==> src/rtl/multicycle_ctrl_unit.sv <==
// multicycle_ctrl_unit: multi-cycle control FSM for the MIPS-subset CPU.
// Sequences IF/ID/EXE/MEM/WB and drives every datapath enable and select,
// including the extender's ExtSel. All outputs are decoded combinationally
// from (state, latched opcode, zero).
// Optional build macro: ILLEGAL_OP_TRAP_EN (trap on unknown opcodes and
// adds the illegal_op output; otherwise unknown opcodes retire as a nop).
module multicycle_ctrl_unit #(
    parameter int OPW = 6,
    parameter int STW = 3
) (
    input  logic           CLK,
    input  logic           Reset,
    input  logic [OPW-1:0] opcode,
    input  logic           zero,
    output logic           PCWre,
    output logic           IRWre,
    output logic           ExtSel,
    output logic           ALUSrcB,
    output logic [2:0]     ALUOp,
    output logic           RegWre,
    output logic           RegDst,
    output logic           DBDataSrc,
    output logic           mRD,
    output logic           mWR,
    output logic [1:0]     PCSrc,
    output logic           halted,
`ifdef ILLEGAL_OP_TRAP_EN
    output logic           illegal_op,
`endif
    output logic [STW-1:0] state
);

    typedef enum logic [STW-1:0] {
        S_IF    = 3'b000,
        S_ID    = 3'b001,
        S_EXE_A = 3'b110,
        S_EXE_B = 3'b101,
        S_EXE_L = 3'b010,
        S_MEM   = 3'b011,
        S_WB_A  = 3'b111,
        S_WB_L  = 3'b100
    } state_e;

    localparam logic [OPW-1:0] OP_ADD   = OPW'(6'b000000);
    localparam logic [OPW-1:0] OP_SUB   = OPW'(6'b000001);
    localparam logic [OPW-1:0] OP_ADDIU = OPW'(6'b000010);
    localparam logic [OPW-1:0] OP_SLTI  = OPW'(6'b011100);
    localparam logic [OPW-1:0] OP_ANDI  = OPW'(6'b010000);
    localparam logic [OPW-1:0] OP_ORI   = OPW'(6'b010010);
    localparam logic [OPW-1:0] OP_SW    = OPW'(6'b100110);
    localparam logic [OPW-1:0] OP_LW    = OPW'(6'b100111);
    localparam logic [OPW-1:0] OP_BEQ   = OPW'(6'b110000);
    localparam logic [OPW-1:0] OP_BNE   = OPW'(6'b110001);
    localparam logic [OPW-1:0] OP_J     = OPW'(6'b111000);
    localparam logic [OPW-1:0] OP_HALT  = OPW'(6'b111111);

    localparam logic [2:0] ALU_ADD = 3'b000;
    localparam logic [2:0] ALU_SUB = 3'b001;
    localparam logic [2:0] ALU_AND = 3'b010;
    localparam logic [2:0] ALU_OR  = 3'b011;
    localparam logic [2:0] ALU_SLT = 3'b100;

    localparam logic [1:0] PC_SEQ = 2'b00;
    localparam logic [1:0] PC_BR  = 2'b01;
    localparam logic [1:0] PC_JMP = 2'b10;

    state_e         state_q, state_d;
    logic [OPW-1:0] op_q;

    // Decoded view of the latched opcode
    logic       is_alu, is_rtype, is_lw, is_sw, is_beq, is_bne;
    logic       is_j, is_halt, ext_sel;
    logic [2:0] alu_op;
    logic       br_taken;

    // State register; reset can land at any point of an instruction
    always_ff @(posedge CLK or posedge Reset) begin
        if (Reset) begin
            state_q <= S_IF;
        end else begin
            state_q <= state_d;
        end
    end

    // Opcode latch: captured on the IF->ID edge, held until the next IF
    always_ff @(posedge CLK or posedge Reset) begin
        if (Reset) begin
            op_q <= '0;
        end else if (state_q == S_IF) begin
            op_q <= opcode;
        end
    end

    // Opcode decode
    always_comb begin
        is_alu   = 1'b0;
        is_rtype = 1'b0;
        is_lw    = 1'b0;
        is_sw    = 1'b0;
        is_beq   = 1'b0;
        is_bne   = 1'b0;
        is_j     = 1'b0;
        is_halt  = 1'b0;
        ext_sel  = 1'b0;
        alu_op   = ALU_ADD;
        case (op_q)
            OP_ADD: begin
                is_alu   = 1'b1;
                is_rtype = 1'b1;
                alu_op   = ALU_ADD;
            end
            OP_SUB: begin
                is_alu   = 1'b1;
                is_rtype = 1'b1;
                alu_op   = ALU_SUB;
            end
            OP_ADDIU: begin
                is_alu  = 1'b1;
                ext_sel = 1'b1;
                alu_op  = ALU_ADD;
            end
            OP_SLTI: begin
                is_alu  = 1'b1;
                ext_sel = 1'b1;
                alu_op  = ALU_SLT;
            end
            OP_ANDI: begin
                is_alu = 1'b1;
                alu_op = ALU_AND;
            end
            OP_ORI: begin
                is_alu = 1'b1;
                alu_op = ALU_OR;
            end
            OP_SW: begin
                is_sw   = 1'b1;
                ext_sel = 1'b1;
            end
            OP_LW: begin
                is_lw   = 1'b1;
                ext_sel = 1'b1;
            end
            OP_BEQ: begin
                is_beq  = 1'b1;
                ext_sel = 1'b1;
                alu_op  = ALU_SUB;
            end
            OP_BNE: begin
                is_bne  = 1'b1;
                ext_sel = 1'b1;
                alu_op  = ALU_SUB;
            end
            OP_J:    is_j    = 1'b1;
            OP_HALT: is_halt = 1'b1;
            default: ;
        endcase
        br_taken = (is_beq & zero) | (is_bne & ~zero);
    end

    // Next-state and datapath control decode
    always_comb begin
        state_d   = state_q;
        PCWre     = 1'b0;
        IRWre     = 1'b0;
        ExtSel    = 1'b0;
        ALUSrcB   = 1'b0;
        ALUOp     = ALU_ADD;
        RegWre    = 1'b0;
        RegDst    = 1'b0;
        DBDataSrc = 1'b0;
        mRD       = 1'b0;
        mWR       = 1'b0;
        PCSrc     = PC_SEQ;
        halted    = 1'b0;
`ifdef ILLEGAL_OP_TRAP_EN
        illegal_op = 1'b0;
`endif
        case (state_q)
            S_IF: begin
                IRWre   = 1'b1;
                state_d = S_ID;
            end
            S_ID: begin
                ExtSel = ext_sel;
                if (is_alu) begin
                    state_d = S_EXE_A;
                end else if (is_lw || is_sw) begin
                    state_d = S_EXE_L;
                end else if (is_beq || is_bne) begin
                    state_d = S_EXE_B;
                end else if (is_j) begin
                    PCWre   = 1'b1;
                    PCSrc   = PC_JMP;
                    state_d = S_IF;
                end else if (is_halt) begin
                    halted  = 1'b1;
                    state_d = S_ID;
                end else begin
`ifdef ILLEGAL_OP_TRAP_EN
                    halted     = 1'b1;
                    illegal_op = 1'b1;
                    state_d    = S_ID;
`else
                    PCWre   = 1'b1;
                    state_d = S_IF;
`endif
                end
            end
            S_EXE_A: begin
                ExtSel  = ext_sel;
                ALUSrcB = ~is_rtype;
                ALUOp   = alu_op;
                RegDst  = is_rtype;
                state_d = S_WB_A;
            end
            S_WB_A: begin
                ExtSel  = ext_sel;
                ALUSrcB = ~is_rtype;
                ALUOp   = alu_op;
                RegDst  = is_rtype;
                RegWre  = 1'b1;
                PCWre   = 1'b1;
                state_d = S_IF;
            end
            S_EXE_L: begin
                ExtSel  = ext_sel;
                ALUSrcB = 1'b1;
                ALUOp   = ALU_ADD;
                state_d = S_MEM;
            end
            S_MEM: begin
                ExtSel  = ext_sel;
                ALUSrcB = 1'b1;
                ALUOp   = ALU_ADD;
                if (is_sw) begin
                    mWR     = 1'b1;
                    PCWre   = 1'b1;
                    state_d = S_IF;
                end else begin
                    mRD     = 1'b1;
                    state_d = S_WB_L;
                end
            end
            S_WB_L: begin
                ExtSel    = ext_sel;
                ALUSrcB   = 1'b1;
                ALUOp     = ALU_ADD;
                RegWre    = 1'b1;
                DBDataSrc = 1'b1;
                mRD       = 1'b1;
                PCWre     = 1'b1;
                state_d   = S_IF;
            end
            S_EXE_B: begin
                ExtSel  = ext_sel;
                ALUOp   = ALU_SUB;
                PCWre   = 1'b1;
                PCSrc   = br_taken ? PC_BR : PC_SEQ;
                state_d = S_IF;
            end
            default: state_d = S_IF;
        endcase
    end

    assign state = state_q;

endmodule
==> config.mk <==
export PLATFORM = sky130hd
export DESIGN_NAME = multicycle_ctrl_unit
export DESIGN_NICKNAME = d
export VERILOG_FILES = /design/src/rtl/multicycle_ctrl_unit.sv
export SDC_FILE = /design/constraint.sdc
export NUM_CORES = 1
export LEC_CHECK = 0
export CAP_MARGIN = 0
export CORE_MARGIN = 3
export CORE_UTILIZATION = 40
export DETAILED_ROUTE_END_ITERATION = 12
export MAX_ROUTING_LAYER = met4
export PLACE_DENSITY = 0.8
export SLEW_MARGIN = 20
export SYNTH_ARGS = -nofsm -noshare
export SYNTH_HDL_FRONTEND = slang
export SYNTH_SLANG_ARGS = --single-unit
==> constraint.sdc <==
create_clock -name CLK -period 1.9 [get_ports CLK]
set_input_delay 0.38 -clock CLK [delete_from_list [all_inputs] [get_ports CLK]]
set_output_delay 0.38 -clock CLK [all_outputs]
set_load 0.005 [all_outputs]
==> metrics.md, run 1 <==
| Metric | Value |
|---|---|
| Die area | `0.002479 mm²` |
| Crit-path max FO | `3` |
| Rows | `15` |
| Fillers | `128` |
| Slew at the pin with the worst max-slew slack | `0.3278 ns` |
| Number of placed I/O pins | `27` |
| Failing checks | `negative setup slack` |
| Syn Area/Cell | `8.618 µm²` |
| # nets final | `150` |
| Async SR Flop Fraction | `100.0%` |
| Slew headroom | `78.12%` |
| Tot GR Track Use | `23.83%` |
| Share of cells above drive strength 1 | `57.14%` |
| PortBufs | `26` |
| Tmin final | `2.139 ns` |
| Crit path DAT | `1.76 ns` |
| Largest net degree at the start of global routing | `13` |
| Routed wire length | `2780 µm` |
| Clock sinks | `9` |
| Clock Latency Late Sink | `0.26 ns` |
| Leading area contributor after synthesis | `dfrtp_1` |
| R2R depth | `6` |
| Die height | `49.79 µm` |
| Area Overhead vs Synth | `82.54%` |
| Critical path startpoint category | `flip-flop` |
| Pre-CTS setup slack | `-0.2693 ns` |
| Worst R2R Start | `op_q[5]$_DFFE_PP0P_` |
| Syn. warnings | `0` |
| PwrDens | `1680 mW/mm²` |
| Post-route ant nets | `0` |
| Register area share after synthesis | `29.36%` |
| Clock Skew | `0.0002398 ns` |
| Synth area leaders | `dfrtp_1 29%, mux2_2 8.8%, nor3_1 4.6%` |
| Gpl congestion | `0.9207` |
| FF-to-FF End | `state[1]$_DFF_PP0_` |
| Vias in the first global route | `973` |
| Antenna violations before repair | `0` |
| R2R Setup Slk | `0.36 ns` |
| Hold_buf cts | `0` |
| PnR worst setup slack | `-0.2391 ns` |
| Avg WL per Cell | `16.85 µm` |
| RSZ-0062 raised after global routing | `yes` |
| Post-synth top area share | `29.36%` |
| Status | `complete, but fails checks` |
| Flops & latches, synth | `9` |
| Die width | `49.79 µm` |
| Count of flip-flops with a built-in enable after synthesis | `0` |
| Setup violations, final | `11` |
| Cts bufs inserted | `3` |
| Max incr delay on CP | `0.38 ns` |
| Vias per cell | `5.515` |
| Cell chain of the critical path | `buf_4 > buf_4 > and4bb_2 > nand3_2 > a21o_1 > o21ai_2 > buf_2` |
| Diodes inserted | `0` |
| Worst Path Required | `1.52 ns` |
| Grt total ovfl | `0` |
| WS Path Type | `reg2out` |
| Post-synthesis instance total | `89` |
| TritonCTS clock tree | `built` |
| Clock H-tree levels | `1` |
| Syn Nets | `98` |
| Via count | `910` |
| CTS max path bufs | `2` |
| Distinct cells, synth | `40` |
| Commonest non-fill, non-tap cells in the layout | `23 x buf_4, 11 x clkdlybuf4s50_1, 9 x dfrtp_1, 9 x buf_2` |
| DP Wirelength | `1901 µm` |
| Clock slew at reported path FFs | `0.06 ns` |
| Tcrit/Tclk final | `112.6%` |
| Starting Density | `43.48%` |
| Synthesized area | `767.0 µm²` |
| CP Capture Type | `primary output` |
| Global-route wire length before repair | `4367 µm` |
| Core ar. | `0.001764 mm²` |
| Most common cell after layout, fill and taps aside | `buf_4` |
| Achievable frequency | `467.5 MHz` |
| DRT iter0 DRCs | `20` |
| Critical path's most frequent cell | `buf_4` |
| HP Class | `in2async` |
| Slowest CP cell | `dfrtp_1` |
| Leak | `0.5843 nW` |
| # DRC | `0` |
| Synth Flop Type | `dfrtp_1` |
| Max VDD drop | `1430 µV` |
| Fin. Hold Viols | `0` |
| TritonRoute pass-1 iters | `4` |
| Fin. max-slew vios | `0` |
| PnR Total Power | `2.352 mW` |
| CTS root buf | `clkbuf_4` |
| Maxcap violations | `0` |
==> routing by layer <==
| metal | share of wire, % | up-vias | global-route usage, % | wire, µm |
|---|---|---|---|---|
| met5 | 0 | - | - | 0 |
| met4 | 2.7 | 0 | 6.912 | 76 |
| met3 | 6.7 | 10 | 8.459 | 185 |
| met2 | 53 | 42 | 41.19 | 1461 |
| met1 | 38 | 429 | 25.47 | 1057 |
| li1 | - | 429 | - | - |
==> sequential cells by signal (all words and copies together), names as in the netlist <==
register	cells
op_q	6
state	3
==> layout make-up <==
class | count | area [µm²] | area share (%)
multi-input combinational | 69 | 643.1 | 45.93
sequential | 9 | 225.2 | 16.09
tap | 25 | 31.28 | 2.234
clock buffer | 4 | 26.28 | 1.877
timing repair buffer | 55 | 462.9 | 33.07
inverter | 3 | 11.26 | 0.8043
==> cells by family after synthesis <==
family	synth area share, %
xor+xnor	2.284
buf+inv	8.157
flops	29.36
mux	10.11
compound gates	15.66
simple gates	34.42
==> how the worst max path moves through the flow <==
| stage | startpoint | to | slack, ns | cells after the start |
|---|---|---|---|---|
| finish | op_q[3]$_DFFE_PP0P_ | PCWre | -0.24 | 7 |
| global route | op_q[3]$_DFFE_PP0P_ | PCWre | -0.32 | 7 |
| global placement | op_q[3]$_DFFE_PP0P_ | ALUSrcB | -0.28 | 5 |
| floorplan | op_q[0]$_DFFE_PP0P_ | PCWre | 0.16 | 5 |
| CTS | op_q[3]$_DFFE_PP0P_ | ALUSrcB | -0.25 | 5 |
| detailed placement | op_q[4]$_DFFE_PP0P_ | halted | -0.27 | 6 |
==> report_power, final <==
part / internal (mW) / leakage [nW] / switching (mW)
Sequential: 0.283 / 0.108 / 0.0607
Clock: 0.0809 / 0.0150 / 0.0658
Combinational: 0.960 / 0.461 / 0.901
Total: 1.32 / 0.584 / 1.03
==> Yosys cell counts, types with 2 or more instances <==
cell and instances:
nand2_1 5, mux2_2 6, nor2b_1 2, buf_6 2, nor3_1 7, inv_1 3, a21oi_1 4, o31ai_1 2
dfrtp_1 9, clkbuf_1 3, nor4_1 3, nor2_1 7, buf_2 2, nand2b_1 4, o21ai_1 3, nand3_1 3
==> repair_timing <==
action / 4_1_cts / 5_1_grt
pin swaps: 16 / 12
resized for setup: 67 / 20
endpoints found under the setup margin: 15 / 14
buffers inserted: 8 / 0
==> critical path: cells and delay by family (launching register included) <==
family / cells / cell delay [ns]
simple gates: 2 / 0.48
flops: 1 / 0.38
buf+inv: 3 / 0.38
compound gates: 2 / 0.26
==> stage by stage <==
stage | instances | setup TNS [ns] | util, % | area, µm² | hold WS (ns)
floorplan | 89 | 0 | - | 767.0 | 0.2079
global placement | 153 | -2.306 | 66.03 | 1165 | 0.6372
detailed placement | 153 | -2.316 | 66.03 | 1165 | 0.6496
CTS | 165 | -1.945 | 73.83 | 1303 | 0.3722
global route | 165 | -2.600 | 79.36 | 1400 | 0.3784
finish | 165 | -1.666 | 79.36 | 1400 | 0.3656
Power figures use the tool's default switching activity.
==> inputs of run 2 (changes only) <==
--- a/config.mk
+++ b/config.mk
@@ -8,7 +8,9 @@
 export CAP_MARGIN = 0
 export CORE_MARGIN = 3
 export CORE_UTILIZATION = 40
+export CTS_BUF_LIST = sky130_fd_sc_hd__clkbuf_16
 export DETAILED_ROUTE_END_ITERATION = 12
+export GPL_TIMING_DRIVEN = 0
 export MAX_ROUTING_LAYER = met4
 export PLACE_DENSITY = 0.8
 export SLEW_MARGIN = 20
==> run 2 against run 1 <==
  * The run still ends with negative setup slack left
  * Critical path depth unchanged
  * Combinational power down 15%
  * Utilization down 1.8 points
  * Cell count down 4.8%
  * Non-clock buffer count down 8
  * Flip-flop and latch count unchanged
  * Sequential share of layout area up 0.47 points
  * Sequential power up 22%
  * Design area down 2.3%
==> metrics.md, run 2 (synthesized netlist as in run 1, its figures left out) <==
| Metric | Value |
|---|---|
| Status | `complete, but fails checks` |
| Failing checks | `negative setup slack` |
| Clock H-tree levels | `1 (unchanged)` |
| Cell chain of the critical path | `clkbuf_8 > and4bb_2 > buf_4 > nand2_2 > nand4bb_4 > nor3_2 > buf_2` |
| Diodes inserted | `0 (unchanged)` |
| Fin util | `77.52% (-1.8 points)` |
| Via count | `880 (-3.3%)` |
| Antenna violations before repair | `0 (unchanged)` |
| Gpl congestion | `0.8890 (-3.4%)` |
| Slowest CP cell | `dfrtp_1` |
| Max incr delay on CP | `0.38 ns (about the same)` |
| PortBufs | `26 (unchanged)` |
| Crit path max-delay family | `simple AND/OR/NAND/NOR gates` |
| # DRC | `0 (unchanged)` |
| Internal Power | `1.370 mW (+3.5%)` |
| Comb pwr share | `66.6% (-13 points)` |
| CTS root buf | `clkbuf_16` |
| Area Overhead vs Synth | `78.30%` |
| Vias in the first global route | `851 (-13%)` |
| Fin. max-slew vios | `0 (unchanged)` |
| Worst Setup SP | `op_q[2]$_DFFE_PP0P_` |
| Post-route ant nets | `0 (unchanged)` |
| Rows | `15 (unchanged)` |
| Setup violations, final | `9 (-2)` |
| Leak | `0.5596 nW (-4.2%)` |
| Worst R2R Start | `op_q[4]$_DFFE_PP0P_` |
| Cts bufs inserted | `3 (unchanged)` |
| DP Wirelength | `1530 µm (-20%)` |
| Crit path DAT | `1.74 ns (-0.02 ns)` |
| Starting Density | `43.48% (unchanged)` |
| Tmin final | `2.122 ns (-0.01691 ns)` |
| Most common cell after layout, fill and taps aside | `buf_4` |
| PnR worst setup slack | `-0.2222 ns (+0.01691 ns)` |
| CTS max path bufs | `2 (unchanged)` |
| Routed wire length | `2676 µm (-3.7%)` |
| Clock slew at reported path FFs | `0.04 ns (-0.02 ns)` |
| Avg WL per Cell | `17.04 µm (+1.2%)` |
| Slew at the pin with the worst max-slew slack | `0.3638 ns (+0.03602 ns)` |
| Fin. Hold Viols | `0 (unchanged)` |
| Clock sinks | `9 (unchanged)` |
| Vias per cell | `5.605 (+1.6%)` |
| TritonCTS clock tree | `built` |
| DRT iter0 DRCs | `29 (+45%)` |
| Maxcap violations | `0 (unchanged)` |
| Grt total ovfl | `0 (unchanged)` |
| Net Sw Frac | `42.06% (-1.6 points)` |
| Non-filler instance count after layout | `157 (-4.8%)` |
| Clock Skew | `0.003698 ns (+0.003458 ns)` |
| Tcrit/Tclk final | `111.7% (-0.89 points)` |
| HP Class | `in2async` |
| RSZ-0062 raised after global routing | `yes` |
| WS Path Type | `reg2out` |
| Number of placed I/O pins | `27 (unchanged)` |
| Placed Cells | `140 (-8.5%)` |
| Max reg flops | `6 (unchanged)` |
| Biggest register | `op_q` |
| Largest net degree at the start of global routing | `11 (-2)` |
| TritonRoute pass-1 iters | `4 (unchanged)` |
| Die area | `0.002479 mm² (unchanged)` |
| CP Capture Type | `primary output` |
| Commonest non-fill, non-tap cells in the layout | `14 x buf_4, 12 x clkdlybuf4s50_1, 10 x buf_2` |
| Crit-path max FO | `10 (+7)` |
| PwrDens | `1730 mW/mm² (+3.0%)` |
| Pre-CTS setup slack | `-0.3693 ns (-0.09997 ns)` |
| # nets final | `142 (-5.3%)` |
| Tot GR Track Use | `22.26% (-1.6 points)` |
| Slew headroom | `75.72% (-2.4 points)` |
| Max VDD drop | `1226 µV (-14%)` |
| Achievable frequency | `471.2 MHz (+0.80%)` |
| Core ar. | `0.001764 mm² (unchanged)` |
| Die width | `49.79 µm (unchanged)` |
| Critical path startpoint category | `flip-flop` |
| Clock Latency Late Sink | `0.24 ns (-0.02 ns)` |
| Clock power frac | `15.6% (+9.4 points)` |
| Global-route wire length before repair | `4002 µm (-8.4%)` |
| Worst Path Required | `1.52 ns (about the same)` |
| Worst Path Buf+Inv | `3 (unchanged)` |
| Share of cells above drive strength 1 | `53.03% (-4.1 points)` |
| Flop pwr share | `17.7% (+3.1 points)` |
| Die height | `49.79 µm (unchanged)` |
| Psw | `994.9 µW (-3.2%)` |
## run 2: cell count changes in the layout (fill, tap and decap cells not counted), moves of 2 or more
cell,previous run,this run
buf_4,23,14
clkbuf_16,0,3
clkbuf_4,3,0
clkbuf_8,0,2
clkdlybuf4s15_2,2,0
## run 2: worst paths after layout
path                                  endpoint  slack [ns]  depth (start not counted)
min in group CLK           op_q[3]$_DFFE_PP0P_        0.62                          1
max in group asynchronous   state[2]$_DFF_PP0_        1.20                          2
min                        op_q[2]$_DFFE_PP0P_        0.42                          2
min reg2reg                op_q[3]$_DFFE_PP0P_        0.62                          1
max                                     halted       -0.22                          7
max reg2reg                 state[2]$_DFF_PP0_        0.22                          7
## run 2: repair_timing
action | 4_1_cts | 5_1_grt
endpoints found under the setup margin | 15 | 11
hold endpoints to repair | 0 | 0
hold buffers | 0 | 0
buffers inserted | 12 | 4
pin swaps | 16 | 10
resized for setup | 69 | 20
## run 2: area by class of cell
| class | count | area, µm² |
|---|---|---|
| multi-input combinational | 69 | 618.1 |
| sequential | 9 | 226.5 |
| clock buffer | 3 | 75.07 |
| tap | 25 | 31.28 |
| clock inverter | 1 | 3.754 |
| inverter | 3 | 11.26 |
| buffer | 5 | 50.05 |
| timing repair buffer | 42 | 351.6 |
| fill | 129 | 396.6 |
## run 2: worst reg2reg max path, delay by kind of cell, from the launching register on
kind | cells | cell delay (ns)
AOI/OAI and AO/OA | 2 | 0.17
xor gates and xnor gates | 1 | 0.20
buffers and inverters | 3 | 0.46
DFF | 1 | 0.39
and+or+nand+nor | 1 | 0.33
## run 2: power groups by stage
stage	registers [mW]	logic, mW	clock network (mW)
6_report	0.420	1.58	0.369
5_1_grt	0.430	1.67	0.390
4_1_cts	0.393	1.40	0.370
3_5_place_dp	0.361	1.14	0
3_3_place_gp	0.352	1.12	0
2_1_floorplan	0.349	0.769	0
## run 2: routing by layer
| layer | part of all wire [%] | vias up | track usage (%) |
|---|---|---|---|
| li1 | - | 412 | - |
| met1 | 39 | 414 | 25.85 |
| met2 | 51 | 46 | 36.56 |
| met3 | 7.1 | 8 | 5.136 |
| met4 | 2.1 | 0 | 9.677 |
| met5 | 0 | - | - |
## run 2: metrics by stage
step / area [µm²] / power [mW] / hold slack, ns / TNS, ns
4_1_cts: 1277 / 2.167 / 0.4229 / -1.639
5_1_grt: 1368 / 2.495 / 0.4577 / -1.995
3_5_place_dp: 1059 / 1.503 / 0.6357 / -3.295
6_report: 1368 / 2.365 / 0.4197 / -1.406
2_1_floorplan: 767.0 / 1.118 / 0.2079 / 0
3_3_place_gp: 1059 / 1.468 / 0.6213 / -3.101
